## src/rtl/regfile_dump.sv

```systemverilog
// Walks a register range through an async regfile read port and streams {addr, data} words.
// Latency: Start sampled at edge t -> first DumpValid after edge t+2; then 1 word/cycle.
// Backpressure: valid/ready; the output word holds while DumpValid=1 and DumpReady=0.
module regfile_dump #(
  parameter int WIDTH      = 32,
  parameter int ADDR_WIDTH = 5,
  parameter int SKIP_ZERO  = 1
) (
  input  logic                  Clk,
  input  logic                  ResetN,
  input  logic                  Start,
  input  logic [ADDR_WIDTH-1:0] StartReg,
  input  logic [ADDR_WIDTH-1:0] EndReg,
  input  logic                  Abort,
  output logic [ADDR_WIDTH-1:0] ReadRegister,
  input  logic [WIDTH-1:0]      ReadData,
  input  logic                  RegWrite,
  input  logic [ADDR_WIDTH-1:0] WriteRegister,
  output logic [WIDTH-1:0]      DumpData,
  output logic [ADDR_WIDTH-1:0] DumpAddr,
  output logic                  DumpValid,
  input  logic                  DumpReady,
  output logic                  DumpLast,
  output logic                  Busy,
  output logic                  Done,
  output logic                  RangeErr,
  output logic                  Stale
);

  localparam logic [1:0] IDLE = 2'd0;
  localparam logic [1:0] RUN  = 2'd1;
  localparam logic [1:0] FIN  = 2'd2;

  logic [1:0]            state;
  logic [ADDR_WIDTH-1:0] s_reg;
  logic [ADDR_WIDTH-1:0] e_reg;
  // One bit wider than an address so that e=all-ones still terminates.
  logic [ADDR_WIDTH:0]   ptr;
  logic [ADDR_WIDTH:0]   ptr_inc;
  logic [ADDR_WIDTH:0]   first_ptr;
  // Low for the first RUN cycle, while ReadRegister settles on the first address.
  logic                  armed;
  logic                  exhausted;
  logic                  hs;
  logic                  load;
  logic                  wr_in_range;
  logic                  hit;

  // First address of the walk, stepping over register 0 when it is never emitted.
  always_comb begin
    first_ptr = {1'b0, StartReg};
    if ((SKIP_ZERO != 0) && (StartReg == '0)) begin
      first_ptr = {{ADDR_WIDTH{1'b0}}, 1'b1};
    end
  end

  assign ptr_inc     = ptr + {{ADDR_WIDTH{1'b0}}, 1'b1};
  assign exhausted   = (ptr > {1'b0, e_reg});
  assign hs          = DumpValid & DumpReady;
  assign load        = (state == RUN) & ~Abort & armed & ~exhausted & (~DumpValid | DumpReady);
  assign wr_in_range = RegWrite & (WriteRegister != '0) &
                       (WriteRegister >= s_reg) & (WriteRegister <= e_reg);
  // A write lands on a captured register: either already loaded, or loaded this very edge with the old value.
  assign hit         = (state == RUN) & wr_in_range &
                       (({1'b0, WriteRegister} < ptr) | (({1'b0, WriteRegister} == ptr) & load));
  assign Busy        = (state == RUN);

  // Control FSM, address walk, output word register and sticky stale flag.
  always_ff @(posedge Clk) begin
    if (!ResetN) begin
      state        <= IDLE;
      s_reg        <= '0;
      e_reg        <= '0;
      ptr          <= '0;
      armed        <= 1'b0;
      ReadRegister <= '0;
      DumpData     <= '0;
      DumpAddr     <= '0;
      DumpValid    <= 1'b0;
      DumpLast     <= 1'b0;
      Done         <= 1'b0;
      RangeErr     <= 1'b0;
      Stale        <= 1'b0;
    end else begin
      Done     <= 1'b0;
      RangeErr <= 1'b0;
      if (hit) begin
        Stale <= 1'b1;
      end
      case (state)
        IDLE: begin
          if (Start) begin
            s_reg <= StartReg;
            e_reg <= EndReg;
            Stale <= 1'b0;
            ptr   <= first_ptr;
            armed <= 1'b0;
            if (StartReg > EndReg) begin
              state    <= FIN;
              RangeErr <= 1'b1;
            end else if (first_ptr > {1'b0, EndReg}) begin
              state <= FIN;
              Done  <= 1'b1;
            end else begin
              state <= RUN;
            end
          end
        end
        RUN: begin
          if (Abort) begin
            state     <= IDLE;
            DumpValid <= 1'b0;
            DumpLast  <= 1'b0;
          end else begin
            if (!armed) begin
              armed        <= 1'b1;
              ReadRegister <= ptr[ADDR_WIDTH-1:0];
            end
            if (hs && DumpLast) begin
              state     <= FIN;
              Done      <= 1'b1;
              DumpValid <= 1'b0;
              DumpLast  <= 1'b0;
            end else if (load) begin
              DumpData     <= ReadData;
              DumpAddr     <= ptr[ADDR_WIDTH-1:0];
              DumpLast     <= (ptr == {1'b0, e_reg});
              DumpValid    <= 1'b1;
              ptr          <= ptr_inc;
              ReadRegister <= ptr_inc[ADDR_WIDTH-1:0];
            end else if (hs) begin
              DumpValid <= 1'b0;
            end
          end
        end
        FIN: begin
          state <= IDLE;
        end
        default: begin
          state <= IDLE;
        end
      endcase
    end
  end

endmodule
```

## config.mk

```make
export PLATFORM = sky130hd
export DESIGN_NAME = regfile_dump
export DESIGN_NICKNAME = d
export VERILOG_FILES = /design/src/rtl/regfile_dump.sv
export SDC_FILE = /design/constraint.sdc
export NUM_CORES = 1
export LEC_CHECK = 0
export ABC_CLOCK_PERIOD_IN_PS = 6900
export BUFFER_PORTS_ARGS = -buffer_cell sky130_fd_sc_hd__buf_2
export CORE_AREA = 2 2 101 103
export CTS_CLUSTER_DIAMETER = 40
export DETAILED_ROUTE_END_ITERATION = 6
export DIE_AREA = 0 0 103 105
export GPL_TIMING_DRIVEN = 0
export HOLD_SLACK_MARGIN = 0.05
export PLACE_DENSITY_LB_ADDON = 0.1
export RECOVER_POWER = 100
export SLEW_MARGIN = 20
export SYNTH_ARGS = -nofsm -noshare
export SYNTH_HDL_FRONTEND = slang
export SYNTH_SLANG_ARGS = --single-unit
```

## constraint.sdc

```tcl
create_clock -name Clk -period 6.9 [get_ports Clk]
set_clock_uncertainty 0.1 [all_clocks]
set_input_delay 1.38 -clock Clk [delete_from_list [all_inputs] [get_ports Clk]]
set_output_delay 1.38 -clock Clk [all_outputs]
set_load 0.05 [all_outputs]
```

After elaboration in Yosys (flattened, before gate mapping)
Index checks and enable logic that the tools add are counted.

operators by class
  bitwise gates (word level) = 17
  reduce and logical (&&, ||, !) cells = 16
  mux-type cells = 35
  add/sub/neg operators = 1
  order comparisons = 6
  eq/ne operators = 8

operators by type and width
  cell                   number
  $mux W6                4
  $mux W5                4
  $mux W1                18
  $pmux W6 S2            1
  $and A1 B1 Y1          11
  $gt A5 B5 Y1           2
  $mux W2                5
  $reduce_and A2 Y1      5
  $add A6 B1 Y6 const B  1
  $eq A5 B6 Y1           1
  $eq A6 B5 Y1           1
  $gt A6 B5 Y1           1
  $lt A5 B6 Y1           1
  $ne A2 B2 Y1 const B   3
  $reduce_and A3 Y1      2
  $ge A5 B5 Y1           1
  $le A5 B5 Y1           1
  $logic_not A5 Y1       1
  $reduce_and A5 Y1      1
  $reduce_bool A5 Y1     1
  $not A1 Y1             4
  $pmux W1 S2            2
  $pmux W2 S2            1
  $reduce_and A4 Y1      1
  9 further kinds        10

storage, ports and cells
  register bits after elaboration = 66
  output and inout bits = 48
  word-level logic and storage cells = 96
  bits of input ports = 53

Depth between registers and ports, before layout
  word-level depth = 11
  mapped depth = 10
  mapped depth without buffers = 9

Worst setup path before layout
Ideal clock, no wire load.

  path kind = input-to-reg
  start = input port DumpReady
  end = register ptr[2]
  stages = 7
  arrival = 2.540 ns
  path slack = 4.102 ns
  required time = 6.642 ns
  buffers on the path = 2
  setup time = 0.158 ns
  cells stage by stage = nand2b_1 nand4b_1 or3_1 buf_2 buf_6 o22ai_1 a21oi_1

on the way
  longest elaborated chain between the ends = 4
  elaborated cells between the ends (all ways) = 7
  those cells by class = eq/ne (2); bitwise (3); reduce/logical (2)

RTL lines
  element                                                        RTL line  RTL
  from (decl)                                                    22        input logic DumpReady,
  $or A1 B1 Y1 or $and A1 B1 Y1 (tied branches)                  60, 59
  $and A1 B1 Y1 or $logic_and A1 B1 Y1 (tied branches)           60, 119
  $ne A2 B1 Y1 (no source line) or $ne A2 B2 Y1 (tied branches)  n/a
  $reduce_and A5 Y1 (no source line) (*)                         n/a
  to (signal assigned)                                           96        ptr <= first_ptr;
  to (signal assigned)                                           129       ptr <= ptr_inc;
  to (decl)                                                      38        logic [ADDR_WIDTH:0] ptr;

Every way passes the cells marked *; elsewhere a longest branch is shown, timed or not.
A chain may end at the register's enable or synchronous reset.

Final worst setup path
  start = register state[1]
  end = output port Busy

on the way
  longest elaborated chain between the ends = 1

RTL lines
  element                 RTL line  RTL
  from (decl)             34        logic [1:0] state;
  from (signal assigned)  71        state <= IDLE;
  from (signal assigned)  99        state <= FIN;
  from (signal assigned)  102       state <= FIN;
  $eq A2 B1 Y1            66        assign Busy = (state == RUN);
  to (decl)               24        output logic Busy,

Every way passes these cells.

==> results.md <==
- WL final: between 9000 and 10,000 um
- Fill cells: between 1,000 and 1,500
- Initial antenna violation count: 0
- Clock Latency Late Sink: approximately 0.34 ns
- Reg2reg end: ReadRegister[3]
- Area grow syn2layout: 23.46%
- Async set or reset register ratio after synthesis: 0%
- Placed cell areas: ~0.004 mm^2
- Core ar.: slightly below 0.01 mm^2
- Crit start category: register
- Synth Area in Compound Gates: 20.82%
- Dpl hpwl: approximately 7000 um
- Antenna viol nets, final: 0
- PostCTS Resize Cnt: 0
- PnR Total Power: 0.9406 mW
- Worst hold path class: reg2reg
- First-pass GRT wire length: about 15,000 um
- Fin crit period: roughly 3.4 ns
- TNS Setup: 0 ns
- Crit Reg-Reg Startpoint: ptr[4]
- Seq pwr share: between 40% and 50%
- Worst setup margin: roughly 3.5 ns
- Max Freq: 293.5 MHz
- Final count of hold timing violations: 0
- Fraction of synthesized area in multiplexers: 0%
- IO Count: roughly 100
- Critical path class: reg2out
- Final setup viols: 0
- Crit path max-delay family: buffers and inverters
- VDD IR max: around 92 uV
- Max-cap viol count: 0
- Diode count: 0
- Synth top area cells: dfxtp_1 (40%), nand2_1 (12%), ha_1 (11%), a21oi_1 (10%), inv_1 (2.6%)
- Comb power frac: approximately a fifth
- Switch share: approximately 30%
- CP arrival: ~1.9 ns
- Net switching power figure: 0.2808 mW
- Unrepaired setup endpoints after global routing: no
- Final #Nets: ~620
- Die width: ~100 um
- Largest register FFs: 32
- Vias in the first global route: slightly above 3,000
- Main synth FF type: dfxtp_1
- Sequential fraction of the synthesis area: between 30% and 40%
- Critical path origin: state[1]
- Via Count: between 3,000 and 4,000
- Pwr dens: 229.3 mW/mm^2
- CP max-delay cell: clkbuf_1
- Die area: approximately 0.011 mm^2
- Starting Density: around a third
- Synth top area share: about two fifths
- EDFF count, synth: 0
- Post-synthesis simple-gate area fraction: 21.91%
- Slew @ Worst Pin: about 0.84 ns
- Synth Cell Area: around 0.0033 mm^2
- Clock H-tree levels: 3
- Hold bufs inserted after CTS: 0
- Total CTS buffers: 9
- Non-filler cells, final: between 600 and 700
- Post-synth top cells: nand2_1 (108), a21oi_1 (67), dfxtp_1 (66)
- Gate Count Post-Synth: ~430
- Period utilisation layout: 49.38%
- Seq cells post-synth: 66
- Pre-CTS setup slack: 3.629 ns
- Design Area, Final: a little over 0.004 mm^2
- Row Count: 36
- Mapped Nets: just over 500
- YS warnings: 0
- Crit path to: Busy
- Clock Sinks: 66
- First-pass iteration count of the detailed router: 4
- Input/output buffers: 99
- Crit path top cell by count: clkbuf_1
- Routability congestion estimate: about 0.86
- P_leak: roughly 1.6 nW
- Clock group share of total power: approximately 37%
- Synth Area in XOR/XNOR: less than 1%
- Largest family of logic cells by synthesized area: simple AND/OR/NAND/NOR gates
- Adder-cell share of the synthesized area: 11.30%
- Routed WL per cell: about 13 um
- Layout cells sized above 1: between 10% and 20%
- Distinct cells, synth: 47
- Final slew viol count: 0
- Synth area leader: dfxtp_1
- CP Depth: 4
- Cell chain of the critical path: nand2b_4 > inv_1 > clkbuf_1 > clkbuf_1
- R2R setup slack: about 3.6 ns
- Path depth of the worst reg2reg path: 9
- Mean Syn Cell Area: around 8 um^2
- Status: completed
- Largest net degree at the start of global routing: 12
- Gr usage total: between 10% and 20%
- Most used routing layer: met2
- Crit. End Element: output port
- M2 GR Usage: between 20% and 30%
- Largest Register: DumpData
- Grt met3 use: 4.147%
- Rel. slew slack: about 44%
- GRT met1 Usage: approximately 22%
- Vias per Instance: about 4.8
- Internal power: 0.6597 mW
- Postcts setup bufs: 0
- Initial DRC count: about 140
- Critical path peak fanout: 10
- Count leader, synth: nand2_1
- CTS tree: done
- Critical path required time: roughly 5.4 ns
- Reg clk slew, reported paths: about 0.070 ns
- CP Buf/Inv Count: 3
- Total gr overflow: 0
- Root Buffer Master: clkbuf_8
- Maximum buffer depth of the clock tree: 2
- Top Registers: DumpData x32, ptr x6
- Placed Cells: roughly 660
- Drt drc: 0
- Die H: 105 um
- Slowest cell delay on critical path: ~0.52 ns
## metal layers
metal | wire length [um] | vias up
met5 | 0 | -
met3 | 396 | 9
met4 | 77 | 0
met1 | 4359 | 1464
met2 | 4252 | 74
li1 | - | 1690
## worst reg2reg max path, cell delays in order (launching register included)
cell and delay (ns):
dfxtp_1 0.48, ha_1 0.32, and4b_1 0.22, and3_1 0.20, a31oi_1 0.63, or3_1 0.21
clkbuf_1 0.32, clkbuf_1 0.42, o22ai_1 0.16, a21oi_1 0.15
## how the worst min path moves through the flow
stage	start	end	cells after the start
6_report	DumpAddr[4]	DumpAddr[4]	2
5_1_grt	DumpData[5]	DumpData[5]	2
3_3_place_gp	DumpData[5]	DumpData[5]	2
4_1_cts	DumpData[29]	DumpData[29]	2
3_5_place_dp	DumpData[29]	DumpData[29]	2
2_1_floorplan	e_reg[1]	e_reg[1]	2
## cell type report
class                           instances  area [um^2]  area share (%)
Multi-Input combinational cell        313         1793           43.70
Timing Repair Buffer                   99        431.7           10.52
Buffer                                 24        90.09           2.196
Sequential cell                        66         1321           32.21
Clock buffer                           12        165.2           4.026
Clock inverter                          4        48.80           1.189
Tap cell                              133        166.4           4.056
Inverter                               23        86.33           2.104
## layout by cell type, fill, tap and decap left out, types with 2 or more instances in the layout
cell and instances:
nand2_1 108, inv_1 23, a31oi_1 3, o31ai_1 3, and4b_1 2, nand3_1 10
dfxtp_1 66, a21o_1 2, nand3b_1 2, and3_1 4, a21oi_1 67, nor2b_1 4
ha_1 30, clkbuf_8 12, nand2b_1 5, nor3_1 4, o32ai_1 3, clkbuf_1 75
o22ai_1 4, nand4_1 2, xnor2_1 2, buf_2 48, clkinv_2 2, o311ai_0 2
o21ai_0 16, nor2_1 17, o21a_1 4
## metrics by stage
stage,hold slack (ns),util [%]
global route,0.3703,42.56
detailed placement,0.3424,41.34
floorplan,0.3363,-
finish,0.3522,42.56
global placement,0.3347,41.34
CTS,0.3519,43.56
## cell families after synthesis
family,after synthesis
xor gates and xnor gates,2
and+or+nand+nor,165
AOI/OAI and AO/OA,116
DFF,66
buffers and inverters,47
adders and majority gates,30
## power by group through the flow
stage	Sequential [mW]	Combinational [mW]	Clock, mW
after floorplan	0.426	0.124	0
after global placement	0.421	0.189	0
after detailed placement	0.421	0.192	0
after CTS	0.413	0.193	0.355
after global routing	0.415	0.211	0.374
final	0.413	0.183	0.345
Note: power is estimated with default switching activity, not from simulation.
